**config.mk**
```make
export PLATFORM = sky130hd
export DESIGN_NAME = booth_mult_dispatcher
export DESIGN_NICKNAME = d
export VERILOG_FILES = /design/src/rtl/booth_mult_dispatcher.sv
export SDC_FILE = /design/constraint.sdc
export NUM_CORES = 1
export LEC_CHECK = 0
export ABC_AREA = 1
export CORE_MARGIN = 5
export CORE_UTILIZATION = 59
export CTS_CLUSTER_DIAMETER = 40
export DETAILED_ROUTE_END_ITERATION = 8
export PLACE_DENSITY = 0.8
export SETUP_SLACK_MARGIN = 0.15
export SYNTH_ARGS = -nofsm -noshare
export SYNTH_HDL_FRONTEND = slang
export SYNTH_SLANG_ARGS = --single-unit
```
**constraint.sdc**
```tcl
create_clock -name clk -period 4 [get_ports clk]
set_clock_uncertainty 0.15 [all_clocks]
set_input_delay 0.8 -clock clk [delete_from_list [all_inputs] [get_ports clk]]
set_output_delay 0.8 -clock clk [all_outputs]
set_load 0.02 [all_outputs]
```
**src/rtl/booth_mult_dispatcher.sv**
```systemverilog
// Issue stage for an II=4 Booth multiplier: buffers requests, issues start
// pulses when the multiplier is free, tags ops in flight, returns products in order.
module booth_mult_dispatcher #(
  parameter int WIDTH  = 16,
  parameter int CDEPTH = 8,
  parameter int RDEPTH = 4,
  parameter int TAG_W  = 4
) (
  input  logic                      clk,
  input  logic                      rst,
  input  logic                      in_valid,
  output logic                      in_ready,
  input  logic [WIDTH-1:0]          in_a,
  input  logic [WIDTH-1:0]          in_b,
  input  logic [1:0]                in_mode,
  input  logic [TAG_W-1:0]          in_tag,
  output logic                      mul_start,
  output logic [WIDTH-1:0]          mul_multiplicand,
  output logic [WIDTH-1:0]          mul_multiplier,
  output logic [1:0]                mul_sign_mode,
  input  logic                      mul_busy,
  input  logic                      mul_done,
  input  logic [2*WIDTH-1:0]        mul_product,
  output logic                      out_valid,
  input  logic                      out_ready,
  output logic [2*WIDTH-1:0]        out_product,
  output logic [TAG_W-1:0]          out_tag,
  output logic [$clog2(RDEPTH):0]   inflight,
  output logic                      err_orphan
);

  localparam int CAW = $clog2(CDEPTH);
  localparam int RAW = $clog2(RDEPTH);
  localparam int PW  = 2 * WIDTH;
  localparam logic [CAW:0]   CMD_FULL = (CAW+1)'(CDEPTH);
  localparam logic [RAW+1:0] RES_CAP  = (RAW+2)'(RDEPTH);

  logic [WIDTH-1:0] cmd_a    [CDEPTH];
  logic [WIDTH-1:0] cmd_b    [CDEPTH];
  logic [1:0]       cmd_mode [CDEPTH];
  logic [TAG_W-1:0] cmd_tag  [CDEPTH];
  logic [CAW-1:0]   cmd_wr, cmd_rd;
  logic [CAW:0]     cmd_count;

  logic [TAG_W-1:0] tag_mem [RDEPTH];
  logic [RAW-1:0]   tag_wr, tag_rd;
  logic [RAW:0]     tag_count;

  logic [PW-1:0]    res_prod [RDEPTH];
  logic [TAG_W-1:0] res_tag  [RDEPTH];
  logic [RAW-1:0]   res_wr, res_rd;
  logic [RAW:0]     res_count;
  logic [PW-1:0]    last_prod;
  logic [TAG_W-1:0] last_tag;

  logic             cmd_push, issue, done_ok, res_pop;
  logic [RAW+1:0]   occupancy;

  always_comb begin
    in_ready  = cmd_count < CMD_FULL;
    cmd_push  = in_valid && in_ready;
    occupancy = {1'b0, tag_count} + {1'b0, res_count};
    // Credits cover in-flight plus buffered results, so a done always has a slot.
    issue     = (cmd_count != '0) && !mul_busy && !mul_start && (occupancy < RES_CAP);
    done_ok   = mul_done && (tag_count != '0);
    out_valid = res_count != '0;
    res_pop   = out_valid && out_ready;
    // Show-ahead head; an empty FIFO presents the last popped entry.
    out_product = out_valid ? res_prod[res_rd] : last_prod;
    out_tag     = out_valid ? res_tag[res_rd]  : last_tag;
    inflight    = tag_count;
  end

  always_ff @(posedge clk) begin
    if (cmd_push) begin
      cmd_a[cmd_wr]    <= in_a;
      cmd_b[cmd_wr]    <= in_b;
      cmd_mode[cmd_wr] <= in_mode;
      cmd_tag[cmd_wr]  <= in_tag;
    end
    if (issue)
      tag_mem[tag_wr] <= cmd_tag[cmd_rd];
    if (done_ok) begin
      res_prod[res_wr] <= mul_product;
      res_tag[res_wr]  <= tag_mem[tag_rd];
    end
  end

  always_ff @(posedge clk) begin
    if (rst) begin
      cmd_wr           <= '0;
      cmd_rd           <= '0;
      cmd_count        <= '0;
      tag_wr           <= '0;
      tag_rd           <= '0;
      tag_count        <= '0;
      res_wr           <= '0;
      res_rd           <= '0;
      res_count        <= '0;
      last_prod        <= '0;
      last_tag         <= '0;
      mul_start        <= 1'b0;
      mul_multiplicand <= '0;
      mul_multiplier   <= '0;
      mul_sign_mode    <= '0;
      err_orphan       <= 1'b0;
    end else begin
      if (cmd_push) cmd_wr <= cmd_wr + CAW'(1);
      if (issue)    cmd_rd <= cmd_rd + CAW'(1);
      case ({cmd_push, issue})
        2'b10:   cmd_count <= cmd_count + (CAW+1)'(1);
        2'b01:   cmd_count <= cmd_count - (CAW+1)'(1);
        default: cmd_count <= cmd_count;
      endcase

      mul_start <= issue;
      if (issue) begin
        mul_multiplicand <= cmd_a[cmd_rd];
        mul_multiplier   <= cmd_b[cmd_rd];
        mul_sign_mode    <= cmd_mode[cmd_rd];
      end

      if (issue)   tag_wr <= tag_wr + RAW'(1);
      if (done_ok) tag_rd <= tag_rd + RAW'(1);
      case ({issue, done_ok})
        2'b10:   tag_count <= tag_count + (RAW+1)'(1);
        2'b01:   tag_count <= tag_count - (RAW+1)'(1);
        default: tag_count <= tag_count;
      endcase

      if (done_ok) res_wr <= res_wr + RAW'(1);
      if (res_pop) begin
        res_rd    <= res_rd + RAW'(1);
        last_prod <= res_prod[res_rd];
        last_tag  <= res_tag[res_rd];
      end
      case ({done_ok, res_pop})
        2'b10:   res_count <= res_count + (RAW+1)'(1);
        2'b01:   res_count <= res_count - (RAW+1)'(1);
        default: res_count <= res_count;
      endcase

      if (mul_done && (tag_count == '0))
        err_orphan <= 1'b1;
    end
  end

endmodule

```
==> run metrics, run 1 <==
type of origin of the critical path flip-flop; routed vias approximately 15000; post-route cell area 26800 sq um; Clock transition at path regs 0.05 ns; maximum vdd ir drop between 0.0005 and 0.0006 V; slew of the pin with the lowest slew margin 0.7541 ns; synthesized netlist cell count 1845; kind of critical path reg -> out; global routing usage summed across all routing layers between 20% and 30%; power density relative to cell area 756.1 nW/um^2; unique cell type count in the Yosys netlist 34; floorplan die height around 200 microns; DRC 0; cell-internal power roughly 14 mW; effective utilization at floorplan 59.45%; layout-stage area growth over the synthesis result 20.25%; number of hold violations in the final report 0; reg-to-reg setup timing slack 1.31 ns; static leakage 9.399 nW; worst slack at placement 0.6540 ns; post-layout minimum cycle time 3.637 ns; number of buffers between clock root and the deepest sink 3; RSZ-0062 raised after global routing no; post-cts hold buffer count 0; kind of capture point of the worst setup path primary output; critical-path cell list inv_1 > nand3_2 > inv_2 > buf_12 > nand2_1 > o21ai_1 > clkdlybuf4s50_1; largest net degree at the start of global routing ~170; sum of routed wire length over all layers 48180 microns; Placed Cells around 2400; Mean Syn Cell Area ~12 sq um; Syn. warnings 0; Setup-failing EPs final 0; Clock Power Share 32.2%; net switching component of the power 6.642 mW; H-Tree Level Count 3; portion of the clock cycle consumed by the worst path in the final layout 90.92%; number of antenna-violating nets in the routed design 0; largest fanout of any net on the critical path 50; switching share of total power between 30% and 40%; vias in the first global route 14770; clock sink count 567; final weighted congestion of routability-driven global placement 0.7663; highest clock rate 275.0 MHz; total clock buffers created by CTS 70; fraction of layout cells with a size suffix above 1 under 10%; antenna violations before repair 4; critical path endpoint out_product[28]; Final TNS setup 0 ns; EDFF count, synth around 460; post-route core utilization 71.48%; Power Total around 20 mW; violation count after the first detailed-routing iteration between 1000 and 1500; routed len/inst 18.78 microns; Seq/Total Area, Yosys between 70 and 80%; max incr delay on CP 0.66 ns; x dimension of the die around 200 microns; Worst Setup Slack, final 0.3633 ns; clock root buffer master sky130_fd_sc_hd__clkbuf_16; Crit path max-delay family buffers and inverters; dominant register cell in the synthesized netlist sky130_fd_sc_hd__edfxtp_1; aggregate global routing overflow 0; count of nets after finishing roughly 2100; Worst EP arrival 2.69 ns; required arrival time at the worst endpoint 3.05 ns; class of the tightest hold or removal check reg -> reg; Comb power frac ~30%; most frequent standard cell in the layout excluding fill and tap cells sky130_fd_sc_hd__edfxtp_1; worst reg2reg path startpoint inflight[2]$_SDFFE_PP0P_; Synth Net Count 1940; relative max-transition margin roughly 50%; first-pass GRT wire length 75990 microns; Die Area between 40000 and 50000 sq um; total half-perimeter wirelength after legalization and detailed placement 26990 microns; total I/O pin count 153; most frequent cells in the layout sky130_fd_sc_hd__edfxtp_1, sky130_fd_sc_hd__nor2_1, sky130_fd_sc_hd__o21ai_0, sky130_fd_sc_hd__nand2_1, sky130_fd_sc_hd__clkdlybuf4s50_1; outcome finished, final reports clean; Placed Area about 24000 sq um; number of max-slew violations in the final report 0; worst setup path startpoint res_count[1]$_SDFFE_PP0P_; area of the mapped netlist roughly 22000 sq um; TritonCTS clock tree built; Crit-path slowest cell sky130_fd_sc_hd__clkdlybuf4s50_1; Gates resized, CTS repair 0; flip-flop and latch count after synthesis 567; clock network latency to the later pin of the worst-skew pair 0.58 ns; count of TritonRoute iterations in the first routing pass 5; cell count of the worst reg-to-reg path 10; number of buffers inserted by port buffering around 150; number of buffer and inverter stages on the critical path 4; power share of the sequential group 37.7%; Post CTS Setup Buffer Count 0; instance count on the critical path 7; Cell Count, Final, Fillers Out roughly 2600; # rows 71; core area 37490 sq um; FILL cells approximately 2400; worst hold slack 0.3506 ns; fraction of registers with async set or reset after synthesis 0%; Max-cap violations 0; via-per-instance ratio roughly 5.7; endpoint of the most critical register-to-register path cmd_count[2]$_SDFFE_PP0P_
state kept, by name, summed over array words and instances, names as in the netlist, 16 cells and up, named ones only:
signal	cells
mul_multiplier	16
cmd_tag	32
mul_multiplicand	16
cmd_mode	16
res_tag	16
cmd_a	128
res_prod	128
tag_mem	16
last_prod	32
cmd_b	128
worst min-delay path, stage by stage (launching register included):
cell	delay, ns
sky130_fd_sc_hd__dfxtp_1	0.33
sky130_fd_sc_hd__nand2_1	0.07
sky130_fd_sc_hd__a21oi_1	0.05
cells in the mapped netlist (all sizes together) (2+ instances only):
cell | n | area (sq um)
a21oi | 94 | 470.5
buf | 79 | 513.0
clkbuf | 33 | 128.9
clkinv | 2 | 7.510
dfxtp | 103 | 2062
edfxtp | 464 | 13930
fa | 2 | 40.04
ha | 17 | 212.7
inv | 111 | 421.7
mux2i | 4 | 40.04
nand2 | 165 | 624.4
nand3 | 78 | 400.4
nor2 | 286 | 1081
o211ai | 59 | 442.9
o21ai | 297 | 1486
o22a | 36 | 315.3
o22ai | 8 | 50.05
xnor2 | 2 | 17.52
xor2 | 2 | 17.52
layer usage:
| layer | part of all wire [%] | track usage, % |
|---|---|---|
| met1 | 38 | 27.90 |
| met2 | 51 | 40.13 |
| met3 | 8.2 | 5.252 |
| met4 | 2.7 | 9.500 |
| met5 | 0 | 0 |
worst min-delay path by stage:
| stage | depth (start not counted) | start | endpoint |
|---|---|---|---|
| floorplan | 1 | res_count[0]$_SDFFE_PP0P_ | res_count[0]$_SDFFE_PP0P_ |
| finish | 2 | cmd_wr[0]$_SDFFE_PP0P_ | cmd_wr[0]$_SDFFE_PP0P_ |
| detailed placement | 1 | res_count[0]$_SDFFE_PP0P_ | res_count[0]$_SDFFE_PP0P_ |
| global route | 1 | res_count[0]$_SDFFE_PP0P_ | res_count[0]$_SDFFE_PP0P_ |
| CTS | 2 | cmd_wr[0]$_SDFFE_PP0P_ | cmd_wr[0]$_SDFFE_PP0P_ |
| global placement | 1 | res_count[0]$_SDFFE_PP0P_ | res_count[0]$_SDFFE_PP0P_ |
power groups by stage:
stage / registers, mW / logic [mW] / clock network, mW
floorplan: 7.83 / 3.92 / 0
global placement: 7.71 / 5.85 / 0
detailed placement: 7.74 / 6.06 / 0
CTS: 7.64 / 6.13 / 6.63
global route: 7.72 / 6.71 / 6.90
finish: 7.64 / 6.09 / 6.53
cells by family after synthesis:
logic type      after synthesis  share of synthesized area (%)
flops                       567                          71.78
fa+ha+maj                    19                          1.134
compound gates              494                          12.41
simple gates                532                          9.539
buf+inv                     225                          4.806
xor+xnor                      4                         0.1572
mux                           4                         0.1797
final cells by class:
| class | instances | area (sq um) | share of cell area [%] |
|---|---|---|---|
| multi-input combinational | 1053 | 5309 | 19.81 |
| sequential | 567 | 16000 | 59.71 |
| inverter | 113 | 430.4 | 1.606 |
| timing repair buffer | 186 | 1918 | 7.158 |
| tap | 511 | 639.4 | 2.386 |
| clock buffer | 91 | 2018 | 7.531 |
| antenna | 5 | 12.51 | 0.04669 |
| clock inverter | 39 | 469.2 | 1.751 |
(Power assumes the default switching activity.)
==> run 2, diff against run 1 <==
==> constraint.sdc (replaced) <==
create_clock -name clk -period 4 [get_ports clk]
set_clock_uncertainty 0.15 [all_clocks]
set_input_delay 0.4 -clock clk [delete_from_list [all_inputs] [get_ports clk]]
set_output_delay 0.4 -clock clk [all_outputs]
set_load 0.02 [all_outputs]
==> run 2 against run 1 <==
Compared with the run above: cell count down 0.35%; global-route usage up 0.72 points; sequential power about the same; sequential share of layout area is 0.27 points higher; clock power down 2%; critical path type unchanged; critical endpoint is now out_tag[3].
==> run metrics, run 2 (synthesis gave the netlist of run 1 again) <==
outcome finished, final reports clean; portion of the clock cycle consumed by the worst path in the final layout slightly above 90%; FILL cells 2395; via-per-instance ratio between 5 and 6; vias in the first global route 14870; sum of routed wire length over all layers 49700 microns; critical-path cell list inv_2 > o21ai_0 > o22a_1 > o21ai_0 > clkdlybuf4s50_1; number of buffers between clock root and the deepest sink 3; switching share of total power 33.28%; Cell Count, Final, Fillers Out 2556; type of origin of the critical path flip-flop; cell-internal power 13.47 mW; highest clock rate 276.3 MHz; largest net degree at the start of global routing 198; number of buffers inserted by port buffering 152; clock network latency to the later pin of the worst-skew pair 0.58 ns; routed len/inst 19.44 microns; Post CTS Setup Buffer Count 0; GRT met3 Usage under 10%; relative max-transition margin 40.61%; slew of the pin with the lowest slew margin a little under 0.9 ns; maximum vdd ir drop 0.0004780 V; antenna violations before repair 1; most frequent standard cell in the layout excluding fill and tap cells sky130_fd_sc_hd__edfxtp_1; number of max-slew violations in the final report 0; Crit-path slowest cell sky130_fd_sc_hd__clkdlybuf4s50_1; largest fanout of any net on the critical path 36; layout-stage area growth over the synthesis result 19.70%; power share of the sequential group a little under two fifths; clock sink count 567; core area between 30000 and 40000 sq um; routing layer with the top usage in global route met2; biggest registers after layout cmd_a (128), cmd_b (128), res_prod (128); global routing usage summed across all routing layers 23.76%; Max-cap violations 0; number of antenna-violating nets in the routed design 0; worst hold slack approximately 0.3 ns; most frequent cells in the layout sky130_fd_sc_hd__edfxtp_1, sky130_fd_sc_hd__nor2_1, sky130_fd_sc_hd__o21ai_0, sky130_fd_sc_hd__nand2_1, sky130_fd_sc_hd__clkdlybuf4s50_1; number of hold violations in the final report 0; kind of critical path reg -> out; Setup-failing EPs final 0; Comb power frac 30.4%; routed vias 14740; aggregate global routing overflow 0; count of TritonRoute iterations in the first routing pass 7; clock root buffer master sky130_fd_sc_hd__clkbuf_16; Final TNS setup 0 ns; # rows 71; TritonCTS clock tree built; total I/O pin count around 150; class of the tightest hold or removal check reg -> reg; max incr delay on CP 0.68 ns; Placed Cells 2424; power density relative to cell area 756.9 nW/um^2; count of nets after finishing 2079; met1 Resource Use GR approximately 30%; x dimension of the die approximately 200 microns; post-route core utilization between 70% and 80%; Clock transition at path regs 0.06 ns; Gates resized, CTS repair 0; Clock Power Share 31.8%; H-Tree Level Count 3; worst reg2reg path startpoint inflight[2]$_SDFFE_PP0P_; total clock buffers created by CTS slightly below 70; fraction of layout cells with a size suffix above 1 8.427%; static leakage 9.323 nW; effective utilization at floorplan 59.45%; first-pass GRT wire length slightly below 80000 microns; hold path startpoint err_orphan$_SDFFE_PP0P_; floorplan die height 204.4 microns; violation count after the first detailed-routing iteration between 1000 and 1500; total half-perimeter wirelength after legalization and detailed placement 27330 microns; kind of capture point of the worst setup path primary output; post-layout minimum cycle time 3.619 ns; met2 Usage GRT 41.08%; cell repeated most along the worst path sky130_fd_sc_hd__o21ai_0; net switching component of the power 6.719 mW; post-cts hold buffer count 0; final weighted congestion of routability-driven global placement 0.7827; Worst EP arrival just over 3 ns; RSZ-0062 raised after global routing no; Die Area 41760 sq um; reg-to-reg setup timing slack 1.31 ns; required arrival time at the worst endpoint 3.45 ns; number of buffer and inverter stages on the critical path 2; DRC 0; Crit path max-delay family buffers and inverters
-- run 2: stage by stage --
step	worst slack [ns]	instance area (sq um)	power [mW]
final	0.3810	26680	20.19
after global routing	0.2844	26670	21.26
after CTS	0.3674	26670	20.29
after detailed placement	1.013	24250	13.80
after global placement	1.075	24250	13.55
after floorplan	0.9236	22290	11.75
-- run 2: path summary, 6_finish.rpt --
check,endpoint,depth (start not counted)
worst min-delay path,err_orphan$_SDFFE_PP0P_,2
worst max-delay path,out_tag[3],5
worst max register to register,cmd_count[2]$_SDFFE_PP0P_,10
worst min register to register,err_orphan$_SDFFE_PP0P_,2
-- run 2: layer usage --
metal / up-vias / part of all wire (%)
met5: - / 0
met4: 0 / 2.5
met3: 104 / 8.4
met2: 623 / 51
met1: 7153 / 39
li1: 6859 / -
-- run 2: cell type report --
cell class / count / area, sq um / share of cell area [%]
Sequential cell: 567 / 16000 / 59.98
Inverter: 113 / 430.4 / 1.614
Clock buffer: 88 / 1932 / 7.242
Timing Repair Buffer: 180 / 1869 / 7.007
Clock inverter: 40 / 485.5 / 1.820
Antenna cell: 4 / 10.01 / 0.03752
Multi-Input combinational cell: 1053 / 5309 / 19.90
Tap cell: 511 / 639.4 / 2.397
-- run 2: power groups by stage --
stage / combinational (mW) / sequential [mW] / clock (mW)
after floorplan: 3.92 / 7.83 / 0
after global placement: 5.86 / 7.69 / 0
after detailed placement: 6.07 / 7.73 / 0
after CTS: 6.17 / 7.62 / 6.50
after global routing: 6.76 / 7.70 / 6.80
final: 6.14 / 7.62 / 6.43
-- run 2: worst register-to-register path, delay by kind of cell (launching register included) --
| family | cells | cell delay [ns] |
|---|---|---|
| flip-flops | 1 | 0.32 |
| adder cells (fa/ha/maj) | 2 | 0.61 |
| AND/OR/NAND/NOR | 3 | 0.41 |
| XOR/XNOR | 1 | 0.14 |
| AO/OA/AOI/OAI | 2 | 0.23 |
| buffers and inverters | 2 | 0.70 |
==> run 3, diff against run 2 <==
--- a/config.mk
+++ b/config.mk
@@ -6,6 +6,7 @@
 export NUM_CORES = 1
 export LEC_CHECK = 0
 export ABC_AREA = 1
+export CAP_MARGIN = 20
 export CORE_MARGIN = 5
 export CORE_UTILIZATION = 59
 export CTS_CLUSTER_DIAMETER = 40
==> results of run 3 <==
Final layout, timing and power as in run 2 (identical DEF).
